**config.mk**
```make
export PLATFORM = sky130hd
export DESIGN_NAME = vga_pixel_arbiter
export DESIGN_NICKNAME = d
export VERILOG_FILES = /design/src/rtl/vga_arb_pkg.sv /design/src/rtl/arb_pick.sv /design/src/rtl/vga_pixel_arbiter.sv
export SDC_FILE = /design/constraint.sdc
export NUM_CORES = 1
export LEC_CHECK = 0
export BUFFER_PORTS_ARGS = -buffer_cell sky130_fd_sc_hd__buf_4
export CAP_MARGIN = 20
export CORE_AREA = 2 2 69 71
export DETAILED_ROUTE_END_ITERATION = 12
export DIE_AREA = 0 0 71 73
export GPL_TIMING_DRIVEN = 0
export PLACE_DENSITY = 0.73
export SKIP_LAST_GASP = 1
export SLEW_MARGIN = 20
export SYNTH_ARGS = -nofsm -noshare
export SYNTH_HDL_FRONTEND = slang
export SYNTH_SLANG_ARGS = --single-unit
```
**constraint.sdc**
```tcl
create_clock -name clk -period 1.35 [get_ports clk]
set_input_delay 0.135 -clock clk [delete_from_list [all_inputs] [get_ports clk]]
set_output_delay 0.135 -clock clk [all_outputs]
set_load 0.05 [all_outputs]
```
**src/rtl/vga_arb_pkg.sv**
```systemverilog
`default_nettype none
// +----------------------------------------------------------------------+
// | Package   : vga_arb_pkg                                              |
// | Purpose   : Shared types, constants and width helpers for the VGA    |
// |             pixel-port arbiter and its picker.                       |
// | Revision  : 1.0 - initial release                                    |
// +----------------------------------------------------------------------+
package vga_arb_pkg;

  // Arbiter FSM encoding.
  typedef enum logic [1:0] {
    IDLE    = 2'd0,
    GRANT   = 2'd1,
    RELEASE = 2'd2
  } arb_state_t;

  // Requester indices on the pixel port.
  localparam int REQ_MAZE  = 0;
  localparam int REQ_ERASE = 1;
  localparam int REQ_DRAW  = 2;

  // Default widths.
  localparam int DEF_N_REQ = 3;
  localparam int DEF_X_W   = 9;
  localparam int DEF_Y_W   = 9;
  localparam int DEF_C_W   = 3;

  // Width of an index into n requesters (at least one bit).
  function automatic int idx_width(input int n);
    return (n > 1) ? $clog2(n) : 1;
  endfunction

  // Width of the grant-length counter (at least one bit).
  function automatic int cnt_width(input int timeout);
    return (timeout > 0) ? $clog2(timeout + 1) : 1;
  endfunction

endpackage
`default_nettype wire

```
**src/rtl/arb_pick.sv**
```systemverilog
`default_nettype none
// +----------------------------------------------------------------------+
// | Module    : arb_pick                                                 |
// | Purpose   : Combinational winner picker. Fixed priority (lowest      |
// |             index wins) or rotating priority starting after the      |
// |             last owner.                                              |
// | Revision  : 1.0 - initial release                                    |
// +----------------------------------------------------------------------+
module arb_pick #(
  parameter int N_REQ       = 3,
  parameter int ROUND_ROBIN = 0,
  parameter int IDX_W       = 2
) (
  input  logic [N_REQ-1:0] i_req,
  input  logic [IDX_W-1:0] i_last_owner,
  output logic [IDX_W-1:0] o_winner,
  output logic             o_valid
);

  int   w_idx;
  logic w_unused_last;

  // In fixed-priority builds the last owner plays no part in the search.
  assign w_unused_last = ^i_last_owner;

  // Scan the requesters from the search start and take the first one set.
  always_comb begin
    o_winner = '0;
    o_valid  = 1'b0;
    w_idx    = 0;
    for (int k = 0; k < N_REQ; k++) begin
      if (ROUND_ROBIN != 0) begin
        w_idx = (int'(i_last_owner) + 1 + k) % N_REQ;
      end else begin
        w_idx = k;
      end
      if (!o_valid && i_req[w_idx]) begin
        o_valid  = 1'b1;
        o_winner = IDX_W'(w_idx);
      end
    end
  end

endmodule
`default_nettype wire

```
**src/rtl/vga_pixel_arbiter.sv**
```systemverilog
`default_nettype none
// +----------------------------------------------------------------------+
// | Module    : vga_pixel_arbiter                                        |
// | Purpose   : Registered req/gnt/done arbiter that gives exactly one   |
// |             drawing engine ownership of the VGA adapter pixel port.  |
// | Revision  : 1.0 - initial release                                    |
// +----------------------------------------------------------------------+
module vga_pixel_arbiter
  import vga_arb_pkg::*;
#(
  parameter int N_REQ          = DEF_N_REQ,
  parameter int X_W            = DEF_X_W,
  parameter int Y_W            = DEF_Y_W,
  parameter int C_W            = DEF_C_W,
  parameter int ROUND_ROBIN    = 0,
  parameter int TIMEOUT_CYCLES = 0
) (
  input  logic               clk,
  input  logic               resetn,
  input  logic [N_REQ-1:0]   req,
  input  logic [N_REQ-1:0]   done,
  input  logic [N_REQ*X_W-1:0] x_in,
  input  logic [N_REQ*Y_W-1:0] y_in,
  input  logic [N_REQ*C_W-1:0] colour_in,
  output logic [N_REQ-1:0]   gnt,
  output logic [X_W-1:0]     vga_x,
  output logic [Y_W-1:0]     vga_y,
  output logic [C_W-1:0]     vga_colour,
  output logic               vga_plot,
  output logic               busy,
  output logic               timeout_err
);

  localparam int IDX_W = idx_width(N_REQ);
  localparam int CNT_W = cnt_width(TIMEOUT_CYCLES);
  localparam logic [CNT_W-1:0] CNT_LAST =
    CNT_W'((TIMEOUT_CYCLES > 0) ? (TIMEOUT_CYCLES - 1) : 0);
  localparam logic [CNT_W-1:0] CNT_MAX = '1;

  arb_state_t        r_state, w_state_nxt;
  logic [N_REQ-1:0]  r_gnt, w_gnt_nxt;
  logic [IDX_W-1:0]  r_owner, w_owner_nxt;
  logic [IDX_W-1:0]  r_last, w_last_nxt;
  logic [CNT_W-1:0]  r_cnt, w_cnt_nxt;
  logic              r_plot, w_plot_nxt;
  logic              r_err, w_err_nxt;
  logic [X_W-1:0]    r_x, w_x_nxt;
  logic [Y_W-1:0]    r_y, w_y_nxt;
  logic [C_W-1:0]    r_c, w_c_nxt;

  logic [IDX_W-1:0]  w_winner;
  logic              w_pick_valid;
  logic [N_REQ-1:0]  w_onehot;
  logic [X_W-1:0]    w_sel_x;
  logic [Y_W-1:0]    w_sel_y;
  logic [C_W-1:0]    w_sel_c;
  logic              w_own_req;
  logic              w_own_done;
  logic              w_tmo;

  arb_pick #(
    .N_REQ       (N_REQ),
    .ROUND_ROBIN (ROUND_ROBIN),
    .IDX_W       (IDX_W)
  ) u_pick (
    .i_req        (req),
    .i_last_owner (r_last),
    .o_winner     (w_winner),
    .o_valid      (w_pick_valid)
  );

  assign w_onehot = N_REQ'(1) << w_winner;

  // Owner's coordinate slice and handshake bits; other requesters are ignored.
  always_comb begin
    w_sel_x    = x_in[int'(r_owner)*X_W +: X_W];
    w_sel_y    = y_in[int'(r_owner)*Y_W +: Y_W];
    w_sel_c    = colour_in[int'(r_owner)*C_W +: C_W];
    w_own_req  = req[r_owner];
    w_own_done = done[r_owner];
    w_tmo      = (TIMEOUT_CYCLES > 0) && (r_cnt == CNT_LAST);
  end

  // Next-state and next-output logic for the IDLE/GRANT/RELEASE cycle.
  always_comb begin
    w_state_nxt = r_state;
    w_gnt_nxt   = r_gnt;
    w_owner_nxt = r_owner;
    w_last_nxt  = r_last;
    w_cnt_nxt   = r_cnt;
    w_plot_nxt  = 1'b0;
    w_err_nxt   = r_err;
    w_x_nxt     = r_x;
    w_y_nxt     = r_y;
    w_c_nxt     = r_c;
    case (r_state)
      IDLE: begin
        w_gnt_nxt = '0;
        if (w_pick_valid) begin
          w_state_nxt = GRANT;
          w_gnt_nxt   = w_onehot;
          w_owner_nxt = w_winner;
          w_cnt_nxt   = '0;
        end
      end
      GRANT: begin
        w_x_nxt = w_sel_x;
        w_y_nxt = w_sel_y;
        w_c_nxt = w_sel_c;
        if (w_own_done || !w_own_req || w_tmo) begin
          // A done coinciding with expiry counts as a clean completion.
          w_state_nxt = RELEASE;
          w_gnt_nxt   = '0;
          w_last_nxt  = r_owner;
          if (w_tmo && !w_own_done) begin
            w_err_nxt = 1'b1;
          end
        end else begin
          w_plot_nxt = w_own_req & ~w_own_done;
          w_cnt_nxt  = (r_cnt == CNT_MAX) ? r_cnt : (r_cnt + 1'b1);
        end
      end
      RELEASE: begin
        w_state_nxt = IDLE;
        w_gnt_nxt   = '0;
      end
      default: begin
        w_state_nxt = IDLE;
        w_gnt_nxt   = '0;
      end
    endcase
  end

  // State and output registers; reset forces the port free immediately.
  always_ff @(posedge clk or negedge resetn) begin
    if (!resetn) begin
      r_state <= IDLE;
      r_gnt   <= '0;
      r_owner <= '0;
      r_last  <= IDX_W'(N_REQ - 1);
      r_cnt   <= '0;
      r_plot  <= 1'b0;
      r_err   <= 1'b0;
      r_x     <= '0;
      r_y     <= '0;
      r_c     <= '0;
    end else begin
      r_state <= w_state_nxt;
      r_gnt   <= w_gnt_nxt;
      r_owner <= w_owner_nxt;
      r_last  <= w_last_nxt;
      r_cnt   <= w_cnt_nxt;
      r_plot  <= w_plot_nxt;
      r_err   <= w_err_nxt;
      r_x     <= w_x_nxt;
      r_y     <= w_y_nxt;
      r_c     <= w_c_nxt;
    end
  end

  assign gnt         = r_gnt;
  assign vga_x       = r_x;
  assign vga_y       = r_y;
  assign vga_colour  = r_c;
  assign vga_plot    = r_plot;
  assign busy        = (r_state != IDLE);
  assign timeout_err = r_err;

endmodule
`default_nettype wire

```
==> out/results.txt <==
Hold Violations, Final -> 0
Critical path endpoint -> r_state[0]$_DFFE_PN0P_
GR Util met3 -> 3.45%
Die height -> 73 um
First-pass GRT wire length -> 7.62 mm
Finish-stage setup viols -> 0
Rows -> 25
Wire per inst -> 14.2 um
# port buffers -> 96
Share of cells above drive strength 1 -> 46.9%
Final net count -> 356
Routing usage on met2 -> 32.4%
R2r startpoint -> r_owner[0]$_DFFE_PN0P_
Critical path cell sequence -> nor4b_4 -> a311oi_4 -> a221oi_2
Data required time of the worst path -> 1540 ps
DR iter-0 viols -> 71
Critical path launch point -> r_owner[0]$_DFFE_PN0P_
Post-route cell area -> 2620 sq um
Cell area after synthesis -> 1660 sq um
Ant diodes -> 0
Fmax -> 757 MHz
Post-Place Cell Area -> 2450 sq um
Sequential share of power -> 24.2%
Total clock sinks -> 29
Combinational cell fraction of total power -> 65.4%
Unrepaired setup endpoints after global routing -> yes
Netlist cell types -> 32
CTS tree -> done
Die W -> 71 um
Worst-Skew Late Latency -> 280 ps
Total gr overflow -> 0
Residual DRC -> 0
#FFs+latches synth -> 29
Peak supply drop -> 957 uV
Slowest stage delay, CP -> 470 ps
Htree depth -> 2
Worst setup SP type -> flip-flop
NetSw -> 0.00328 W
Crit. End Element -> flip-flop
Setup Skew -> 8.07 ps
WHS -> 110 ps
Ports -> 98
Synthesized net count -> 248
Fill count -> 432
Internal power -> 0.00328 W
P&R area growth vs syn -> 57.8%
Via density -> 5.06
Run status -> complete, no violations
Clock transition at path regs -> 60 ps
Leakage power -> 1.25 nW
Hold Path Class -> in -> reg
DR vias -> 1720
Max-slew violations -> 0
Critical Path AT -> 1510 ps
Root buffer cell -> clkbuf_8
Clock network fraction of total power -> 10.4%
Cells after Synth -> 177
Clock Path Buffers -> 2
Period utilization -> 97.9%
Core area -> 4540 sq um
R2R setup slack -> 30 ps
Gp weighted congestion -> 0.801
All-Layer GR Usage -> 19.1%
Slowest CP cell -> dfrtp_2
Grt met1 use -> 23.5%
Die ar. -> 5180 sq um
CTS Buf Count -> 5
Max cap viols -> 0
Pre-antenna DRT Iters -> 4
Initial Util -> 36.6%
Seq. cell area -> 729 sq um
Reg-to-reg endpoint -> r_state[0]$_DFFE_PN0P_
Sw frac -> 50.0%
Crit Path Class -> reg -> reg
Routed WL -> 4.83 mm
Synth warn -> 0
Hpwl dp -> 3.59 mm
Worst-case reg-to-reg path depth -> 3
Tmin final -> 1320 ps
Post-DRT Antenna Nets -> 0
Syn Area/Cell -> 9.39 sq um
Number of antenna violations at the first check in global routing -> 0
Most Crowded Layer GR -> met2
Vias in the first global route -> 1674
Sequential cell area fraction in the yosys report -> 43.7%
Area of the multi-input gates -> 871 sq um
Worst Path Max Fanout -> 8
Largest net degree at the start of global routing -> 30
Pwr dens -> 2500 nW/um^2
## cell usage in the layout (no fill, tap or decap), types with 2 or more instances in the layout
master and count:
mux2i_1 21, buf_6 2, nor2_1 23, a31oi_1 3, or2_1 14, a21oi_1 39
a21oi_2 2, o21ai_1 2, inv_1 3, or2_2 6, clkbuf_1 5, dfrtp_2 3
clkbuf_4 2, clkbuf_8 5, buf_4 105, nand2_1 3, dfrtp_1 26
## timing repair
action                                  in CTS  in global routing
gates cloned                                 0                  0
gates resized for setup                      7                 14
pin swaps                                    1                  3
setup buffers                                0                  4
endpoints found under the setup margin      23                 22
hold buffers                                 1                  0
hold endpoints to repair                    29                  0
## through the flow
stage                     util, %  cells  total power [W]  setup TNS, ps  setup slack (ps)
final                        57.8    340          0.00656              0              28.8
after floorplan                 -    177          0.00446              0              67.8
after CTS                    56.5    336          0.00647          -6.35             -6.35
after detailed placement     54.0    327          0.00572          -1380              -119
after global placement       54.0    327          0.00563           -272             -27.6
after global routing         57.8    340          0.00702          -42.2             -15.3
## power groups by stage
stage / registers (W) / logic [W] / clock network [W]
2_1_floorplan: 0.00275 / 0.00171 / 0
3_3_place_gp: 0.00155 / 0.00408 / 0
3_5_place_dp: 0.00158 / 0.00414 / 0
4_1_cts: 0.00158 / 0.00419 / 0.000701
5_1_grt: 0.00165 / 0.00463 / 0.000741
6_report: 0.00159 / 0.00429 / 0.000681
## logic make-up after synthesis
logic type	share of synthesized area [%]
buffers and inverters	5.65
other	0.226
muxes	12.7
AOI/OAI and AO/OA	19.4
and+or+nand+nor	18.4
DFF	43.7
## per-layer routing
layer,routed length (um),part of all wire [%],vias to the layer above
li1,-,-,828
met1,1960,41,814
met2,2420,50,67
met3,320,6.6,11
met4,126,2.6,0
met5,0,0,-
## critical path, delay by kind of cell (launching register included)
| family | cells | cell delay [ps] |
|---|---|---|
| simple gates | 1 | 380 |
| flops | 1 | 470 |
| compound gates | 2 | 390 |
## layout make-up
class	count	share of cell area (%)
buffer	13	3.91
multi-input combinational	132	33.2
tap	54	2.58
sequential	29	27.8
timing repair buffer	101	29.0
clock buffer	8	3.05
inverter	3	0.429
## cell usage after synthesis
cell type  instances  area (sq um)
o21ai_1            2          10.0
o21ba_2            1          10.0
mux2i_1           21           210
and4bb_4           1          16.3
conb_1             1          3.75
or2_1             14          87.6
a31oi_1            3          18.8
inv_1              3          11.3
clkbuf_1           4          15.0
a21oi_1           41           205
nand3_1            1          5.00
a221oi_2           1          15.0
o21ai_0            1          5.00
nor2b_2            1          8.76
nor3b_1            1          7.51
nand2_1            3          11.3
dfrtp_1           29           726
nor4b_1            1          8.76
o21a_1             1          7.51
nand2b_1           1          6.26
a21o_1             1          7.51
nor2b_1            1          6.26
nor2_1            24          90.1
o221ai_1           1          8.76
o31ai_1            1          7.51
buf_2              3          15.0
buf_6              2          22.5
or2_2              6          37.5
a311oi_4           1          26.3
buf_4              4          30.0
nor4b_2            1          15.0
and2_1             1          6.26
## worst min path at each step
| stage | start | to | slack, ps | depth (start not counted) |
|---|---|---|---|---|
| 2_1_floorplan | resetn | gnt[0]$_DFFE_PN0P_ | -160 | 0 |
| 3_5_place_dp | resetn | gnt[0]$_DFFE_PN0P_ | 90 | 1 |
| 6_report | req[2] | gnt[2]$_DFFE_PN0P_ | 110 | 3 |
| 5_1_grt | req[2] | gnt[2]$_DFFE_PN0P_ | 110 | 3 |
| 3_3_place_gp | resetn | gnt[0]$_DFFE_PN0P_ | 80 | 1 |
| 4_1_cts | req[2] | gnt[2]$_DFFE_PN0P_ | 110 | 3 |
## state kept, by name, indices dropped and copies added (netlist names)
register / flops
vga_y: 9
vga_colour: 3
vga_plot: 1
r_owner: 2
gnt: 3
vga_x: 9
r_state: 2
Power figures use the tool's default switching activity.
